### config.mk
export PLATFORM = sky130hd
export DESIGN_NAME = fetch_prefetch_queue
export DESIGN_NICKNAME = d
export VERILOG_FILES = /design/src/rtl/fetch_prefetch_queue.sv
export SDC_FILE = /design/constraint.sdc
export NUM_CORES = 1
export LEC_CHECK = 0
export CAP_MARGIN = 25
export CORE_ASPECT_RATIO = 2
export CORE_UTILIZATION = 45
export DETAILED_ROUTE_END_ITERATION = 12
export HOLD_SLACK_MARGIN = 0.1
export PLACE_DENSITY = 0.68
export SYNTH_ARGS = -nofsm -noshare
export SYNTH_HDL_FRONTEND = slang
export SYNTH_SLANG_ARGS = --single-unit
### constraint.sdc
create_clock -name clk -period 8 [get_ports clk]
set_input_delay 0.8 -clock clk [delete_from_list [all_inputs] [get_ports clk]]
set_output_delay 0.8 -clock clk [all_outputs]
set_load 0.02 [all_outputs]
### src/rtl/fetch_prefetch_queue.sv
// rtl/fetch_prefetch_queue.sv - instruction prefetch queue with in-order memory responses and redirect flush
module fetch_prefetch_queue #(
    parameter int          DEPTH    = 4,
    parameter logic [31:0] RESET_PC = 32'h0000_0000
) (
    input  logic                     clk,
    input  logic                     reset,
    output logic                     imem_req_valid,
    output logic [31:0]              imem_req_addr,
    input  logic                     imem_req_ready,
    input  logic                     imem_rsp_valid,
    input  logic [31:0]              imem_rsp_data,
    input  logic                     redirect,
    input  logic [31:0]              redirect_pc,
    output logic                     out_valid,
    output logic [31:0]              out_pc,
    output logic [31:0]              out_instr,
    input  logic                     out_ready,
    output logic [$clog2(DEPTH):0]   occupancy,
    output logic                     protocol_err
);

    localparam int AW = $clog2(DEPTH);
    localparam int CW = AW + 1;
    localparam logic [CW:0] DEPTH_W = (CW + 1)'(DEPTH);

    typedef enum logic [1:0] {
        SLOT_FREE,
        SLOT_PENDING,
        SLOT_FILLED
    } slot_e;

    slot_e           slot_q  [DEPTH];
    logic [31:0]     pc_q    [DEPTH];
    logic [31:0]     instr_q [DEPTH];
    logic [AW-1:0]   head_q;
    logic [AW-1:0]   fill_q;
    logic [AW-1:0]   tail_q;
    logic [CW-1:0]   occ_q;
    logic [CW-1:0]   pend_q;
    logic [CW-1:0]   drop_q;
    logic [31:0]     fetch_pc_q;
    logic            err_q;

    logic            pop;
    logic            req_fire;
    logic            rsp_drop;
    logic            rsp_fill;
    logic            rsp_spur;
    logic [CW:0]     used;
    logic [CW-1:0]   owed;
    logic [CW-1:0]   redir_drop;
    logic            redir_spur;
    logic            unused_pc_bits;

    assign unused_pc_bits = ^redirect_pc[1:0];

    always_comb begin
        out_valid  = reset && !redirect && (slot_q[head_q] == SLOT_FILLED);
        out_pc     = pc_q[head_q];
        out_instr  = instr_q[head_q];
        pop        = out_valid && out_ready;

        rsp_drop   = imem_rsp_valid && (drop_q != '0);
        rsp_fill   = imem_rsp_valid && (drop_q == '0) && (pend_q != '0);
        rsp_spur   = imem_rsp_valid && (drop_q == '0) && (pend_q == '0);

        // Credit released this cycle by a pop or a dropped response can be reused at once.
        used = {1'b0, occ_q} + {1'b0, drop_q}
             - {{CW{1'b0}}, pop} - {{CW{1'b0}}, rsp_drop};
        imem_req_valid = reset && !redirect && (used < DEPTH_W);
        imem_req_addr  = fetch_pc_q;
        req_fire       = imem_req_valid && imem_req_ready;

        // Responses still owed after a flush; one arriving this cycle is already paid.
        owed       = drop_q + pend_q;
        redir_spur = imem_rsp_valid && (owed == '0);
        redir_drop = owed;
        if (imem_rsp_valid && (owed != '0)) begin
            redir_drop = owed - 1'b1;
        end

        occupancy    = reset ? occ_q : '0;
        protocol_err = reset && err_q;
    end

    always_ff @(posedge clk) begin
        if (!reset) begin
            for (int i = 0; i < DEPTH; i++) begin
                slot_q[i] <= SLOT_FREE;
            end
            head_q     <= '0;
            fill_q     <= '0;
            tail_q     <= '0;
            occ_q      <= '0;
            pend_q     <= '0;
            drop_q     <= '0;
            fetch_pc_q <= RESET_PC;
            err_q      <= 1'b0;
        end else if (redirect) begin
            for (int i = 0; i < DEPTH; i++) begin
                slot_q[i] <= SLOT_FREE;
            end
            head_q     <= '0;
            fill_q     <= '0;
            tail_q     <= '0;
            occ_q      <= '0;
            pend_q     <= '0;
            drop_q     <= redir_drop;
            fetch_pc_q <= {redirect_pc[31:2], 2'b00};
            if (redir_spur) begin
                err_q <= 1'b1;
            end
        end else begin
            if (pop) begin
                slot_q[head_q] <= SLOT_FREE;
                head_q         <= head_q + 1'b1;
            end
            if (rsp_fill) begin
                slot_q[fill_q]  <= SLOT_FILLED;
                instr_q[fill_q] <= imem_rsp_data;
                fill_q          <= fill_q + 1'b1;
            end
            // When full, tail aliases head; allocation must win over the pop's FREE.
            if (req_fire) begin
                slot_q[tail_q] <= SLOT_PENDING;
                pc_q[tail_q]   <= fetch_pc_q;
                tail_q         <= tail_q + 1'b1;
                fetch_pc_q     <= fetch_pc_q + 32'd4;
            end
            occ_q  <= occ_q + CW'(req_fire) - CW'(pop);
            pend_q <= pend_q + CW'(req_fire) - CW'(rsp_fill);
            drop_q <= drop_q - CW'(rsp_drop);
            if (rsp_spur) begin
                err_q <= 1'b1;
            end
        end
    end

endmodule

# Word level (Yosys, flattened, before mapping)
# Memory sizes are Yosys's and may differ from the RTL's. A register that Yosys moved wholly into a read port is not among the register bits.
# Index checks and enable logic that the tools add are counted.
[word_totals]
reg_bits = 48
latch_bits = 0
ramBits = 264
mem_bits_ro = 0
input_bits = 70
mem_count = 3
[classes]
addsub = 14
n_mul = 0
n_div = 0
n_lt_le_gt_ge = 1
n_eq_ne = 2
shift = 0
n_mux = 43
bitwise_logic = 5
reduce_logical = 26
[memory_table]
columns = ["name", "words", "width", "read_ports", "rd_ports_with_merged_regs", "wr", "line_no", "source"]
rows = [
  ["instr_q", 4, 32, 1, 1, 1, "35", "logic [31:0] instr_q [DEPTH];"],
  ["pc_q", 4, 32, 1, 1, 1, "34", "logic [31:0] pc_q [DEPTH];"],
  ["slot_q", 4, 2, 1, 1, 4, "33", "slot_e slot_q [DEPTH];"],
]
[op_table]
columns = ["op", "count"]
rows = [
  ["2-to-1 mux 32 bit", 2],
  ["adder 32 x 3 -> 32 bit (second input constant)", 1],
  ["2-to-1 mux 2 bit", 16],
  ["2-to-1 mux 1 bit", 22],
  ["logical AND 1 bit", 12],
  ["logical NOT 3 bit", 3],
  ["2-to-1 mux 3 bit", 3],
  ["nonzero test 3 bit", 3],
  ["subtractor 3 x 1 -> 3 bit", 3],
  ["OR reduction 2 bit", 4],
  ["subtractor 4 x 1 -> 4 bit", 2],
  ["adder 2 x 1 -> 2 bit (second input constant)", 3],
  ["adder 3 x 1 -> 3 bit", 2],
  ["adder 3 x 3 -> 4 bit", 1],
  ["< comparator 4 x 3 -> 1 bit (second input constant)", 1],
  ["OR 1 bit", 4],
  ["nonzero test 2 bit", 2],
  ["adder 3 bit", 1],
  ["subtractor 3 x 1 -> 3 bit (second input constant)", 1],
  ["equality test 2 bit (second input constant)", 1],
  ["!= test 2 x 1 -> 1 bit (second input constant)", 1],
  ["AND reduction 2 bit", 1],
  ["logical NOT 1 bit", 1],
  ["NOT 1 bit", 1],
]

# Logic depth before layout (Yosys ltp)
[logic_depth]
ltp_word = 15
ltp_mapped = 23
mapped_depth_nobuf = 19

# Least setup slack after synthesis
# Ideal clock, no wire load.
[synth_path]
kind = "input -> register"
from = "input port redirect"
to = "register occ_q[2]"
setup_time_ns = 0.128
arrival_ns = 5.224
required_ns = 7.872
path_slack_ns = 2.649
cell_stages = 23
n_path_buf = 5
path_cell_list = "clkbuf_1 -> nor2b_1 -> clkbuf_1 -> nand3_1 -> inv_1 -> fa_1 -> fa_1 -> inv_1 -> ha_1 -> and3b_1 -> clkbuf_2 -> or4_4 -> nand2_2 -> inv_2 -> buf_6 -> clkbuf_1 -> ha_1 -> inv_1 -> ha_1 -> fa_1 -> xnor2_1 -> xnor2_1 -> nor2_1"
[synth_between]
elab_chain_len = 11
[synth_lines]
columns = ["element", "line_no", "source"]
rows = [
  ["from (decl)", "13", "input logic redirect,"],
  ["logical NOT 1 bit", "59, 71", ""],
  ["logical AND 1 bit", "59, 71", ""],
  ["logical AND 1 bit", "59", "out_valid = reset && !redirect && (slot_q[head_q] == SLOT_FILLED);"],
  ["logical AND 1 bit", "62", "pop = out_valid && out_ready;"],
  ["subtractor 4 x 1 -> 4 bit (2 in a row)", "70", "- {{CW{1'b0}}, pop} - {{CW{1'b0}}, rsp_drop};"],
  ["< comparator 4 x 3 -> 1 bit", "71", "imem_req_valid = reset && !redirect && (used < DEPTH_W);"],
  ["logical AND 1 bit", "71", ""],
  ["logical AND 1 bit", "73", "req_fire = imem_req_valid && imem_req_ready;"],
  ["adder 3 x 1 -> 3 bit", "131", "occ_q <= occ_q + CW'(req_fire) - CW'(pop);"],
  ["subtractor 3 x 1 -> 3 bit", "131", ""],
  ["to (signal assigned)", "131", ""],
  ["to (decl)", "39", "logic [CW-1:0] occ_q;"],
]
# Several ways; a longest one is shown, not always the timed one.
# A chain may end at the register's enable or synchronous reset.

==> out/results.md <==
| Quantity | Reported |
|:---|:---|
| Number of buffers inserted to repair setup after CTS | 0 |
| Critical Path Max Stage Delay | 0.66 ns |
| Leakage power total | 5.04 nW |
| Routed WL | 26,900 um |
| Hold WS | 0.477 ns |
| Via count of the first global-routing pass | 7,452 |
| Setup skew after layout | 0.0181 ns |
| Antenna violations before repair | 0 |
| Arrival @ worst endpoint | 4.88 ns |
| Worst-case clock buffer depth | 3 |
| Actual slew at the worst max-slew pin | 1.02 ns |
| Maximum number of pins on one net before global-route repair | 63 |
| Final core occ | 0.566 |
| Period Utilization, post-route | 0.709 |
| Number of levels in the clock H-tree | 1 |
| Fraction of post-synthesis cell area in the top cell type by area | 0.601 |
| CTS Hold Bufs | 0 |
| Number of distinct standard cells referenced by the synthesized netlist | 63 |
| Critical Path, Cell by Cell | mux4_2, nand3_1, inv_1, fa_1, fa_1, inv_1, ha_1, and3b_1, or4_1, a21oi_1, clkdlybuf4s50_1 |
| Hold violation total from the final report | 0 |
| Routed length per placed instance | 20.8 um |
| Row Count | 85 |
| Tightest Hold Check Type | flop to flop |
| Area of the multi-input gates | 3530 sq um |
| Buffer cell driving the clock tree root | sky130_fd_sc_hd__clkbuf_16 |
| Total routing usage reported by global routing | 0.194 |
| Post-detailed-placement cell area | 14,400 sq um |
| #FFs+latches synth | 304 |
| Final Net Count | 1,028 |
| Netlist area before placement | 12,400 sq um |
| Final count of pins violating max slew | 0 |
| Top cells by count, synth | 248 x sky130_fd_sc_hd__edfxtp_1, 63 x sky130_fd_sc_hd__mux4_2, 56 x sky130_fd_sc_hd__dfxtp_1 |
| Run status | complete, no violations |
| Starting Density | 0.459 |
| Highest attainable clock frequency | 176 MHz |
| Clock tree from TritonCTS | yes |
| Violation count after the first detailed-route iteration | 508 |
| Startpoint of the tightest hold check path | err_q |
| Vert. Die Dim | 237 um |
| Max-slew headroom | 0.316 |
| Wire length of the first global-routing pass | 41,100 um |
| Kind of cell with the highest combined delay on the critical path | adder cells |
| Die Footprint | 28,200 sq um |
| Worst setup EP type | output port |
| Finished Layout Cells | 1,292 |
| Placeable core region | 27,000 sq um |
| Kind of critical path | flop to output port |
| Number of fill cells | 2,205 |
| Setup repair after global routing missed its margin | false |
| Post-Syn Area per Cell | 16.4 sq um |
| Peak supply drop | 123 uV |
| Register area | 8570 sq um |
| Power per Cell Area | 212 nW/um^2 |
| Initial DRT Pass Iterations | 5 |
| Total negative setup slack | 0 ns |
| Synth Instances | 757 |
| Residual antenna-violating net count after detailed routing | 0 |
| Final setup violation count | 0 |
| Routability-driven placement congestion ratio | 0.836 |
| Total inserted antenna cells | 0 |
| Share of synthesized area occupied by flip-flops and latches | 0.691 |
| Resized Gates After CTS | 0 |
| Critical path peak fanout | 23 |
| Sum of overflow across all layers after global routing | 0 |
| Worst path buffer plus inverter count | 3 |
| Standard cell with the maximum stage delay on the critical path | sky130_fd_sc_hd__dfxtp_4 |
| DRC Markers | 0 |
| Maximum Capacitance Violations | 0 |
| Routed via count | 7,218 |
| Via/cell ratio | 5.59 |
| Worst setup SP type | flop |
| CTS buffer count | 25 |
| Yosys warning total | 0 |
| Flip-flop cell with the highest count after synthesis | sky130_fd_sc_hd__edfxtp_1 |
| Share of synthesized registers carrying an async set or reset | 0 |
| Layout cells sized above 1 | 0.132 |
| Finished layout cell area | 15,300 sq um |
| Area Overhead vs Synth | 23.4% |
| Sinks on the clock net | 304 |
| Clock transition at the registers of the reported paths | 0.07 ns |
| Final Critical Period | 5.68 ns |
| Most repeated cell in the gate-level netlist after synthesis | sky130_fd_sc_hd__edfxtp_1 |
| Leading cell types by total area after synthesis | sky130_fd_sc_hd__edfxtp_1 60%, sky130_fd_sc_hd__mux4_2 11%, sky130_fd_sc_hd__dfxtp_1 9.0%, sky130_fd_sc_hd__ha_1 2.6%, sky130_fd_sc_hd__nand2_1 1.4% |
| Clk Latency, worst-skew pair | 0.53 ns |
| Die Width | 119 um |
| Post-detailed-placement half-perimeter wirelength | 17,800 um |
| Inst Count DP | 1,248 |
| EDFF count, synth | 248 |
| Area leader, netlist | sky130_fd_sc_hd__edfxtp_1 |
| Required time reported for the critical path endpoint | 7.20 ns |
| IO Pins | 172 |
| Port bufs | 165 |
[flip-flops by register name, indices dropped and copies added (netlist names), named ones only]
register / cells
drop_q: 3
imem_req_addr: 30
pend_q: 3
occ_q: 3
err_q: 1
fill_q: 2
pc_q: 120
instr_q: 128
head_q: 2
tail_q: 2
slot_q: 8
[layout by cell type, fill, tap and decap left out, drive strengths merged, types with 3 or more instances in the layout]
cell type | synthesis | final
a31oi | 14 | 14
a22oi | 6 | 6
buf | 11 | 16
o21ai | 11 | 11
nor2 | 30 | 30
clkbuf | 30 | 35
o22ai | 6 | 6
ha | 26 | 26
clkinv | 0 | 5
nand3 | 23 | 23
nand2 | 47 | 47
xnor2 | 10 | 10
o41a | 3 | 3
o211ai | 9 | 9
mux4 | 63 | 63
inv | 34 | 34
clkdlybuf4s50 | 0 | 165
dfxtp | 56 | 56
mux2i | 4 | 4
a31o | 4 | 4
nand4 | 10 | 10
bufinv | 0 | 3
and2 | 11 | 11
a21oi | 25 | 25
nor2b | 6 | 6
o311ai | 3 | 3
nor3 | 8 | 8
or4 | 6 | 6
a211oi | 6 | 6
edfxtp | 248 | 248
and3 | 7 | 7
or3 | 5 | 5
fa | 5 | 5
conb | 1 | 4
[through the flow]
| step | setup slack [ns] | total power [mW] |
|---|---|---|
| detailed placement | 2.24 | 2.02 |
| CTS | 2.20 | 3.27 |
| global placement | 2.29 | 2.02 |
| finish | 2.32 | 3.25 |
| floorplan | 2.65 | 1.91 |
| global route | 2.08 | 3.35 |
[kinds of logic after synthesis]
logic type | after synthesis | synth area share
compound gates | 101 | 0.0549
xor+xnor | 12 | 0.00848
fa+ha+maj | 31 | 0.0343
buf+inv | 75 | 0.0247
flops | 304 | 0.691
mux | 67 | 0.118
other cells | 1 | 0.000303
simple gates | 166 | 0.0681
[area by class of cell]
| class | instances | share of cell area |
|---|---|---|
| clock inverter | 9 | 0.00810 |
| timing repair buffer | 181 | 0.116 |
| multi-input combinational | 381 | 0.231 |
| clock buffer | 35 | 0.0475 |
| tap | 348 | 0.0285 |
| sequential | 304 | 0.561 |
| inverter | 34 | 0.00835 |
[layer usage]
metal / share of wire / vias to the layer above / global-route usage
met5: 0 / - / 0
met4: 0.034 / 0 / 0.0841
met3: 0.049 / 53 / 0.0241
met2: 0.55 / 254 / 0.360
met1: 0.37 / 3615 / 0.220
li1: - / 3296 / -
[worst min-delay path, delay by kind of cell, from the launching register on]
kind / cells / cell delay [ns]
simple gates: 1 / 0.07
compound gates: 1 / 0.04
flops: 1 / 0.33
[power by group]
group | leakage, nW | switching [mW] | internal (mW) | total (mW)
combinational | 1.91 | 0.117 | 0.106 | 0.223
clock | 0.412 | 0.529 | 0.730 | 1.26
sequential | 2.71 | 0.0342 | 1.73 | 1.77
total | 5.04 | 0.679 | 2.57 | 3.25
[path summary, 6_finish.rpt]
check / endpoint / slack, ns / depth (start not counted)
setup reg to reg: occ_q[2] / 2.75 / 18
setup / recovery: imem_req_valid / 2.32 / 11
hold reg to reg: err_q / 0.48 / 2
hold / removal: err_q / 0.48 / 2
(Power assumes the default switching activity.)
